## config.mk

```make
export PLATFORM = sky130hd
export DESIGN_NAME = rom_back
export DESIGN_NICKNAME = d
export VERILOG_FILES = /design/src/rtl/rom_back.sv
export SDC_FILE = /design/constraint.sdc
export NUM_CORES = 1
export LEC_CHECK = 0
export BUFFER_PORTS_ARGS = -buffer_cell sky130_fd_sc_hd__buf_2
export CAP_MARGIN = 0
export CORE_MARGIN = 2
export CORE_UTILIZATION = 60
export DETAILED_ROUTE_END_ITERATION = 7
export GPL_TIMING_DRIVEN = 0
export PLACE_DENSITY = 0.83
export SETUP_SLACK_MARGIN = 0.4
export SYNTH_ARGS = -nofsm -noshare
export SYNTH_HDL_FRONTEND = slang
export SYNTH_SLANG_ARGS = --single-unit
```

## constraint.sdc

```tcl
create_clock -name clk -period 9.1 [get_ports clk]
set_clock_uncertainty 0.15 [all_clocks]
set_input_delay 0 -clock clk [delete_from_list [all_inputs] [get_ports clk]]
set_output_delay 0 -clock clk [all_outputs]
set_load 0.02 [all_outputs]
```

## src/rtl/rom_back.sv

```systemverilog
// rom_back: serves 1/2/4/8-byte aligned reads of a 64-bit synchronous ROM over byte-wide command/response FIFOs.
// Define ROM_BACK_CHECKSUM_EN to append an XOR checksum byte (SEND_SUM state) to every response frame.
module rom_back #(
  parameter int ROM_AW = 10
) (
  input  logic              clk,
  input  logic              rst,
  input  logic              cmd_empty,
  output logic              cmd_rd_en,
  input  logic [7:0]        cmd_din,
  input  logic              res_full,
  output logic              res_wr_en,
  output logic [7:0]        res_dout,
  output logic              rom_en,
  output logic [ROM_AW-1:0] rom_addr,
  input  logic [63:0]       rom_data
);

  typedef enum logic [2:0] {
    S_IDLE      = 3'd0,
    S_GET       = 3'd1,
    S_CHECK     = 3'd2,
    S_ROM_REQ   = 3'd3,
    S_ROM_WAIT  = 3'd4,
    S_SEND_STAT = 3'd5,
`ifdef ROM_BACK_CHECKSUM_EN
    S_SEND_DATA = 3'd6,
    S_SEND_SUM  = 3'd7
`else
    S_SEND_DATA = 3'd6
`endif
  } state_e;

`ifdef ROM_BACK_CHECKSUM_EN
  localparam state_e S_END = S_SEND_SUM;
`else
  localparam state_e S_END = S_IDLE;
`endif

  localparam logic [7:0] ST_OK    = 8'h00;
  localparam logic [7:0] ST_SIZE  = 8'hE1;
  localparam logic [7:0] ST_ALIGN = 8'hEA;
  localparam logic [7:0] ST_RANGE = 8'hEB;
  localparam logic [7:0] ST_OPC   = 8'hEE;

  function automatic logic [2:0] align_mask(input logic [1:0] sz);
    case (sz)
      2'd0:    align_mask = 3'b000;
      2'd1:    align_mask = 3'b001;
      2'd2:    align_mask = 3'b011;
      default: align_mask = 3'b111;
    endcase
  endfunction

  function automatic logic [2:0] last_idx(input logic [1:0] sz);
    case (sz)
      2'd0:    last_idx = 3'd0;
      2'd1:    last_idx = 3'd1;
      2'd2:    last_idx = 3'd3;
      default: last_idx = 3'd7;
    endcase
  endfunction

  state_e              state_q, state_d;
  logic                rd_req_q, rd_req_d;
  logic                got_q, got_d;
  logic [2:0]          pop_cnt_q, pop_cnt_d;
  logic [2:0]          byte_cnt_q, byte_cnt_d;
  logic [7:0]          op_q, op_d;
  logic [31:0]         addr_q, addr_d;
  logic [7:0]          size_q, size_d;
  logic [7:0]          status_q, status_d;
  logic [63:0]         data_q, data_d;
  logic [2:0]          idx_q, idx_d;
  logic                rom_en_q, rom_en_d;
  logic [ROM_AW-1:0]   rom_addr_q, rom_addr_d;
  logic                push_req_q, push_req_d;
  logic [7:0]          res_dout_q, res_dout_d;
`ifdef ROM_BACK_CHECKSUM_EN
  logic [7:0]          sum_q, sum_d;
`endif

  logic                rd_fire;
  logic                push_fire;
  logic [7:0]          chk_status;
  logic [2:0]          off;

  // Registered requests are gated by the live FIFO flags so no pop/push ever hits an empty/full FIFO.
  assign rd_fire   = rd_req_q & ~cmd_empty;
  assign push_fire = push_req_q & ~res_full;

  assign cmd_rd_en = rd_fire;
  assign res_wr_en = push_fire;
  assign res_dout  = res_dout_q;
  assign rom_en    = rom_en_q;
  assign rom_addr  = rom_addr_q;

  always_comb begin
    chk_status = ST_OK;
    if (op_q != 8'h01) begin
      chk_status = ST_OPC;
    end else if (size_q > 8'd3) begin
      chk_status = ST_SIZE;
    end else if ((addr_q[2:0] & align_mask(size_q[1:0])) != 3'd0) begin
      chk_status = ST_ALIGN;
    end else if (|addr_q[31:ROM_AW+3]) begin
      chk_status = ST_RANGE;
    end else begin
      chk_status = ST_OK;
    end
  end

  always_ff @(posedge clk or posedge rst) begin
    if (rst) begin
      state_q <= S_IDLE;
    end else begin
      state_q <= state_d;
    end
  end

  always_comb begin
    state_d = state_q;
    case (state_q)
      S_IDLE:      state_d = cmd_empty ? S_IDLE : S_GET;
      S_GET:       state_d = (got_q && byte_cnt_q == 3'd5) ? S_CHECK : S_GET;
      S_CHECK:     state_d = (chk_status == ST_OK) ? S_ROM_REQ : S_SEND_STAT;
      S_ROM_REQ:   state_d = S_ROM_WAIT;
      S_ROM_WAIT:  state_d = S_SEND_STAT;
      S_SEND_STAT: begin
        if (push_fire) begin
          state_d = (status_q == ST_OK) ? S_SEND_DATA : S_END;
        end else begin
          state_d = S_SEND_STAT;
        end
      end
      S_SEND_DATA: begin
        if (push_fire && idx_q == last_idx(size_q[1:0])) begin
          state_d = S_END;
        end else begin
          state_d = S_SEND_DATA;
        end
      end
`ifdef ROM_BACK_CHECKSUM_EN
      S_SEND_SUM:  state_d = push_fire ? S_IDLE : S_SEND_SUM;
`endif
      default:     state_d = S_IDLE;
    endcase
  end

  always_comb begin
    rd_req_d   = rd_req_q;
    got_d      = rd_fire;
    pop_cnt_d  = pop_cnt_q;
    byte_cnt_d = byte_cnt_q;
    op_d       = op_q;
    addr_d     = addr_q;
    size_d     = size_q;
    status_d   = status_q;
    data_d     = data_q;
    idx_d      = idx_q;
`ifdef ROM_BACK_CHECKSUM_EN
    sum_d      = push_fire ? (sum_q ^ res_dout_q) : sum_q;
`endif
    case (state_q)
      S_IDLE: begin
        pop_cnt_d  = 3'd0;
        byte_cnt_d = 3'd0;
      end
      S_GET: begin
        pop_cnt_d = rd_fire ? (pop_cnt_q + 3'd1) : pop_cnt_q;
        if (got_q) begin
          byte_cnt_d = byte_cnt_q + 3'd1;
          case (byte_cnt_q)
            3'd0:    op_d          = cmd_din;
            3'd1:    addr_d[7:0]   = cmd_din;
            3'd2:    addr_d[15:8]  = cmd_din;
            3'd3:    addr_d[23:16] = cmd_din;
            3'd4:    addr_d[31:24] = cmd_din;
            3'd5:    size_d        = cmd_din;
            default: size_d        = size_q;
          endcase
        end else begin
          byte_cnt_d = byte_cnt_q;
        end
      end
      S_CHECK: begin
        status_d = chk_status;
        idx_d    = 3'd0;
`ifdef ROM_BACK_CHECKSUM_EN
        sum_d    = 8'h00;
`endif
      end
      S_ROM_WAIT:  data_d = rom_data;
      S_SEND_DATA: idx_d  = push_fire ? (idx_q + 3'd1) : idx_q;
      default:     idx_d  = idx_q;
    endcase

    rd_req_d   = (state_d == S_GET) && (pop_cnt_d != 3'd6);
    rom_en_d   = (state_d == S_ROM_REQ);
    rom_addr_d = rom_en_d ? addr_q[ROM_AW+2:3] : rom_addr_q;
    off        = addr_q[2:0] + idx_d;

    // res_dout is loaded with the byte that will be offered in the next cycle.
    case (state_d)
      S_SEND_STAT: begin
        push_req_d = 1'b1;
        res_dout_d = status_d;
      end
      S_SEND_DATA: begin
        push_req_d = 1'b1;
        res_dout_d = data_q[{off, 3'b000} +: 8];
      end
`ifdef ROM_BACK_CHECKSUM_EN
      S_SEND_SUM: begin
        push_req_d = 1'b1;
        res_dout_d = sum_d;
      end
`endif
      default: begin
        push_req_d = 1'b0;
        res_dout_d = res_dout_q;
      end
    endcase
  end

  always_ff @(posedge clk or posedge rst) begin
    if (rst) begin
      rd_req_q   <= 1'b0;
      got_q      <= 1'b0;
      pop_cnt_q  <= 3'd0;
      byte_cnt_q <= 3'd0;
      op_q       <= 8'h00;
      addr_q     <= 32'h0000_0000;
      size_q     <= 8'h00;
      status_q   <= 8'h00;
      data_q     <= 64'h0;
      idx_q      <= 3'd0;
      rom_en_q   <= 1'b0;
      rom_addr_q <= '0;
      push_req_q <= 1'b0;
      res_dout_q <= 8'h00;
`ifdef ROM_BACK_CHECKSUM_EN
      sum_q      <= 8'h00;
`endif
    end else begin
      rd_req_q   <= rd_req_d;
      got_q      <= got_d;
      pop_cnt_q  <= pop_cnt_d;
      byte_cnt_q <= byte_cnt_d;
      op_q       <= op_d;
      addr_q     <= addr_d;
      size_q     <= size_d;
      status_q   <= status_d;
      data_q     <= data_d;
      idx_q      <= idx_d;
      rom_en_q   <= rom_en_d;
      rom_addr_q <= rom_addr_d;
      push_req_q <= push_req_d;
      res_dout_q <= res_dout_d;
`ifdef ROM_BACK_CHECKSUM_EN
      sum_q      <= sum_d;
`endif
    end
  end

endmodule

```

[Word level (Yosys, flattened, before mapping)]
Index checks and enable logic that the tools add are counted.
Storage, ports and cells
  bits of input ports: 76
  memory bits (writable): 0
  flip-flop bits (word level): 154
  logic and storage cells: 94
  output and inout bits: 21
  bits in read-only memories: 0
  latch bits: 0
  memories kept: 0
Cells by class
  reduce and logical (&&, ||, !) cells: 20
  $add $sub $neg: 4
  div/mod/pow operators: 0
  multiply operators: 0
  multiplexer cells: 24
  bitwise gates (word level): 5
  shifts and indexed selects: 1
  magnitude comparators: 1
  equal/unequal tests: 21
Operators with widths (number)
  64-bit by 7-bit variable part select with 8-bit output: 1
  8-bit 2-to-1 mux: 5
  3-bit 2-to-1 mux: 10
  3-bit equality test, second input constant: 7
  3-bit one-hot mux with 7 select lines: 1
  19-bit OR reduction: 1
  3-bit one-hot mux with 2 select lines: 3
  3-bit AND reduction: 6
  8-bit logical NOT: 2
  8-bit one-hot mux with 2 select lines: 1
  3-bit by 2-bit equality test with 1-bit output, second input constant: 5
  3-bit by 1-bit adder with 3-bit output, second input constant: 3
  3-bit by 1-bit equality test with 1-bit output, second input constant: 3
  3-bit one-hot mux with 3 select lines: 1
  8-bit by 2-bit greater-than comparator with 1-bit output, second input constant: 1
  8-bit by 1-bit inequality test with 1-bit output, second input constant: 1
  3-bit logical NOT: 2
  2-bit nonzero test: 2
  3-bit adder: 1
  3-bit AND: 1
  3-bit equality test: 1
  1-bit logical AND: 3
  3-bit inequality test, second input constant: 1
  3-bit nonzero test: 1
  other kinds (10): 13

[Longest topological paths before layout]
  depth after elaboration: 15
  gate-level depth with buffers: 13
  gate-level depth less buffers: 12

[Worst setup path before layout]
Ideal clock, no wire load.
  path type: reg2reg
  start: register state_q[0]
  end: register res_dout_q[2], in the netlist res_dout[2]
  stages on the path, launching flop included: 12
  path slack: 5.745 ns
  required time: 8.829 ns
  clock period less this slack: 3.355 ns
  arrival: 3.084 ns
  path through: dfrtp_1 -> nand2b_1 -> nor2_1 -> nor2_1 -> ha_1 -> fa_1 -> buf_1 -> clkbuf_1 -> mux4_2 -> mux2i_1 -> a22oi_2 -> o22a_1
On the way
  word-level cells in the longest chain between the ends: 5
  elaborated cells between the ends (all ways): 16
Ends and longest elaborated chain
  start, declared: line 64  | state_e state_q, state_d;
  start signal, assigned: line 117  | state_q <= state_d;
  3-bit equality test / 3-bit by 2-bit equality test with 1-bit output (equally long branches): line 164  | case (state_q)
  3-bit one-hot mux with 2 select lines (*): line 164
  net idx_d[0]: line 74  | logic [2:0] idx_q, idx_d;
  3-bit adder (*): line 201  | off = addr_q[2:0] + idx_d;
  64-bit by 7-bit variable part select with 8-bit output (*): line 211  | res_dout_d = data_q[{off, 3'b000} +: 8];
  8-bit one-hot mux with 2 select lines (*): line 204  | case (state_d)
  end signal, assigned: line 259  | res_dout_q <= res_dout_d;
  end, declared: line 78  | logic [7:0] res_dout_q, res_dout_d;
The timed path passes the listed nets; every way through them passes the cells marked *.
A chain may end at the register's enable or synchronous reset.

[Worst setup path after layout]
  start: register state_q[1]
  end: register res_dout_q[4], in the netlist res_dout[4]
Same word-level chain as after synthesis.

==> impl_metrics.tcl <==
set metrics [dict create \
    seqCellArea_sq_um 3850 \
    hold_path_class "input pin to async pin" \
    die_y_um 111 \
    io_pins 97 \
    grt_pass1_vias 5755 \
    power_mw 3.20 \
    crit_required_ps 9260 \
    die_w_um 111 \
    syn_avg_cell_area_sq_um 14.2 \
    cp_common_cell "nor2_1" \
    synth-compound-area-share_pct 5.89 \
    grt_pass1_wl_mm 30.5 \
    portBuffers 96 \
    placementRows 38 \
    drive_gt1_share_pct 42.7 \
    netlist_top_cells_count "dfrtp_1 (154), mux2_2 (122), nor2_1 (17), mux4_2 (16), nand2_1 (16)" \
    endpoint_kind "flip-flop" \
    async_flop_share_pct 100 \
    synth_fa_ha_area_share_pct 1.76 \
    cap_violations 0 \
    cts_tree "built" \
    core_area_sq_um 11000 \
    gr-total-overflow 0 \
    fmax_mhz 221 \
    ir_drop_mv 0.233 \
    first_pass_iters 5 \
    cp_cell_sequence "buf_2 > nand2b_1 > nor2_1 > nor2_1 > ha_1 > fa_1 > buf_1 > clkbuf_1 > mux4_2 > mux2i_1 > a22oi_1 > o22a_1" \
    hpwl_mm 10.4 \
    hold_violations 0 \
    period_minus_slack_ps 4530 \
    tightest_slew_ps 1060 \
    gp_congestion 0.807 \
    clock_sinks 154 \
    finalMaxSlewViolations 0 \
    ys_ff_latch 154 \
    synth_edf_count 0 \
    drt-wirelength-per-cell_um 23.0 \
    synth_top_family_by_area "multiplexers" \
    numCtsBuffers 17 \
    synth_mux_area_share_pct 26.8 \
    start_util_pct 62.3 \
    synth_top_area_cell "dfrtp_1" \
    ys_top_cells_by_area "dfrtp_1 (56%), mux2_2 (20%), mux4_2 (5.3%)" \
    tns_ps 0 \
    yosysUniqueCellTypes 53 \
    die_area_sq_um 12300 \
    synth_most_common_cell "dfrtp_1" \
    rsz0062_at_grt "no" \
    cts_resized 0 \
    stdcell_area_sq_um 8880 \
    cts_buffer_depth 2 \
    crit_path_start_kind "flip-flop" \
    cellLeakagePower_nw 4.14 \
    drc 0 \
    ys_seq_area_share_pct 56.3 \
    crit_fanout 10 \
    antenna_cells 0 \
    synth_simple_gate_area_share_pct 6.40 \
    via_per_inst 6.17 \
    syn-cell-area_sq_um 6840 \
    drt-initial-drc-count 462 \
    grt_use_met2_pct 56.0 \
    max_slew_margin_pct 29.2 \
    met3_usage_pct 7.87 \
    gr-usage-met1_pct 38.8 \
    drtAntennaViolNets 0 \
    fill_cells 543 \
    htree_levels 4 \
    postSynthCellCount 482 \
    multi_input_area_sq_um 2830 \
    cp.arrival_ps 4680 \
    antenna_found_initial 0 \
    wl_mm 19.0 \
    vias 5093 \
    nets 758 \
    setup_viol 0 \
    syn2layout_area_growth_pct 29.9 \
    slowest_delay_ps 630 \
    synthesis.nets 567 \
    ys.flop_type "dfrtp_1" \
    cts-root-buf "clkbuf_16" \
    synth_xor_area_share_pct 0.512 \
    status "completed" \
    ys.warnings.count 0 \
    crit_type "flip-flop to flip-flop" \
    netlist.area_leader.share_pct 56.3 \
    track_usage_pct 32.7 \
    worstSkewPairLatency_ps 430 \
    fin_crit_sh_pct 49.7 \
    crit_slowest_cell "nor2_1" \
    grt_start_max_net_pins 94 \
    clk_pin_slew_ps 70 \
    grt-busiest-layer "met2" \
    placed_cell_area_sq_um 7530 \
    powerDensity_nw_per_um2 360 \
]
[per-stage QoR]
step	setup WS, ps	hold WS, ps	std cells	util (%)
after floorplan	4800	0.577	482	-
after global placement	3450	82.3	718	68.3
after detailed placement	4850	-42.0	719	68.5
after CTS	4830	50.0	826	80.9
after global routing	4500	131	826	80.9
final	4570	66.1	826	80.9
[layout make-up]
type,instances,share of cell area [%]
Buffer,20,1.13
Clock buffer,22,5.22
Clock inverter,10,1.59
Inverter,15,0.690
Multi-Input combinational cell,293,31.9
Sequential cell,154,43.4
Tap cell,140,1.97
Timing Repair Buffer,172,14.2
[where the power goes]
part / internal, mW / leakage, nW / switching (mW)
clock: 0.448 / 0.296 / 0.293
sequential: 0.995 / 1.89 / 0.210
combinational: 0.644 / 1.95 / 0.612
[worst max-delay path: cells and delay by family (launching register included)]
kind / cells / cell delay (ps)
simple gates: 3 / 940
mux: 2 / 730
compound gates: 2 / 300
buf+inv: 3 / 1210
fa+ha+maj: 2 / 730
flops: 1 / 340
[per-layer routing]
| metal | routed length (um) | share of wire [%] |
|---|---|---|
| met5 | 0 | 0 |
| met2 | 9810 | 52 |
| met3 | 1350 | 7.1 |
| met1 | 7090 | 37 |
| met4 | 769 | 4.0 |
[cells in the final DEF (no fill, tap or decap), drive strengths merged, types with 5 or more instances in the layout]
cell | synthesis | routed
a21oi | 8 | 8
a22oi | 7 | 7
and3 | 6 | 6
buf | 14 | 111
clkbuf | 6 | 28
clkinv | 0 | 5
dfrtp | 154 | 154
dlygate4sd3 | 0 | 75
ha | 8 | 8
inv | 15 | 16
mux2 | 122 | 122
mux2i | 10 | 10
mux4 | 16 | 16
nand2 | 17 | 17
nand2b | 5 | 5
nor2 | 17 | 17
nor3 | 5 | 5
o21ai | 8 | 8
o22a | 8 | 8
or2 | 5 | 5
[path summary, 6_finish.rpt]
kind                                       from                       to  slack [ps]  cells past startpoint
max reg2reg                state_q[1]$_DFF_PP0_  res_dout[4]$_DFFE_PP0P_        4570                     12
max                        state_q[1]$_DFF_PP0_  res_dout[4]$_DFFE_PP0P_        4570                     12
min                                         rst   data_q[13]$_DFFE_PP0N_          70                      3
min reg2reg                 op_q[0]$_DFFE_PP0P_      op_q[0]$_DFFE_PP0P_         350                      1
min in group clk                   rom_data[13]   data_q[13]$_DFFE_PP0N_         200                      3
max in group asynchronous                   rst   pop_cnt_q[1]$_DFF_PP0_        7890                      4
[sequential cells by signal, indices dropped and copies added (netlist names), 3 cells and up]
name / cells
res_dout: 8
data_q: 64
idx_q: 3
status_q: 8
addr_q: 32
state_q: 3
op_q: 8
pop_cnt_q: 3
rom_addr: 10
size_q: 8
byte_cnt_q: 3
[cell families (layout without fill, tap and decap cells)]
family / count (synthesis) / in the layout
DFF: 154 / 154
adders and majority gates: 9 / 9
muxes: 148 / 148
xor gates and xnor gates: 4 / 4
buffers and inverters: 35 / 239
AOI/OAI and AO/OA: 52 / 52
and+or+nand+nor: 80 / 80
[what timing repair did]
action,CTS,global route
setup buffers,0,0
hold buffers,75,0
hold endpoints to repair,176,0
No activity file was read; power rests on OpenSTA's default activity.
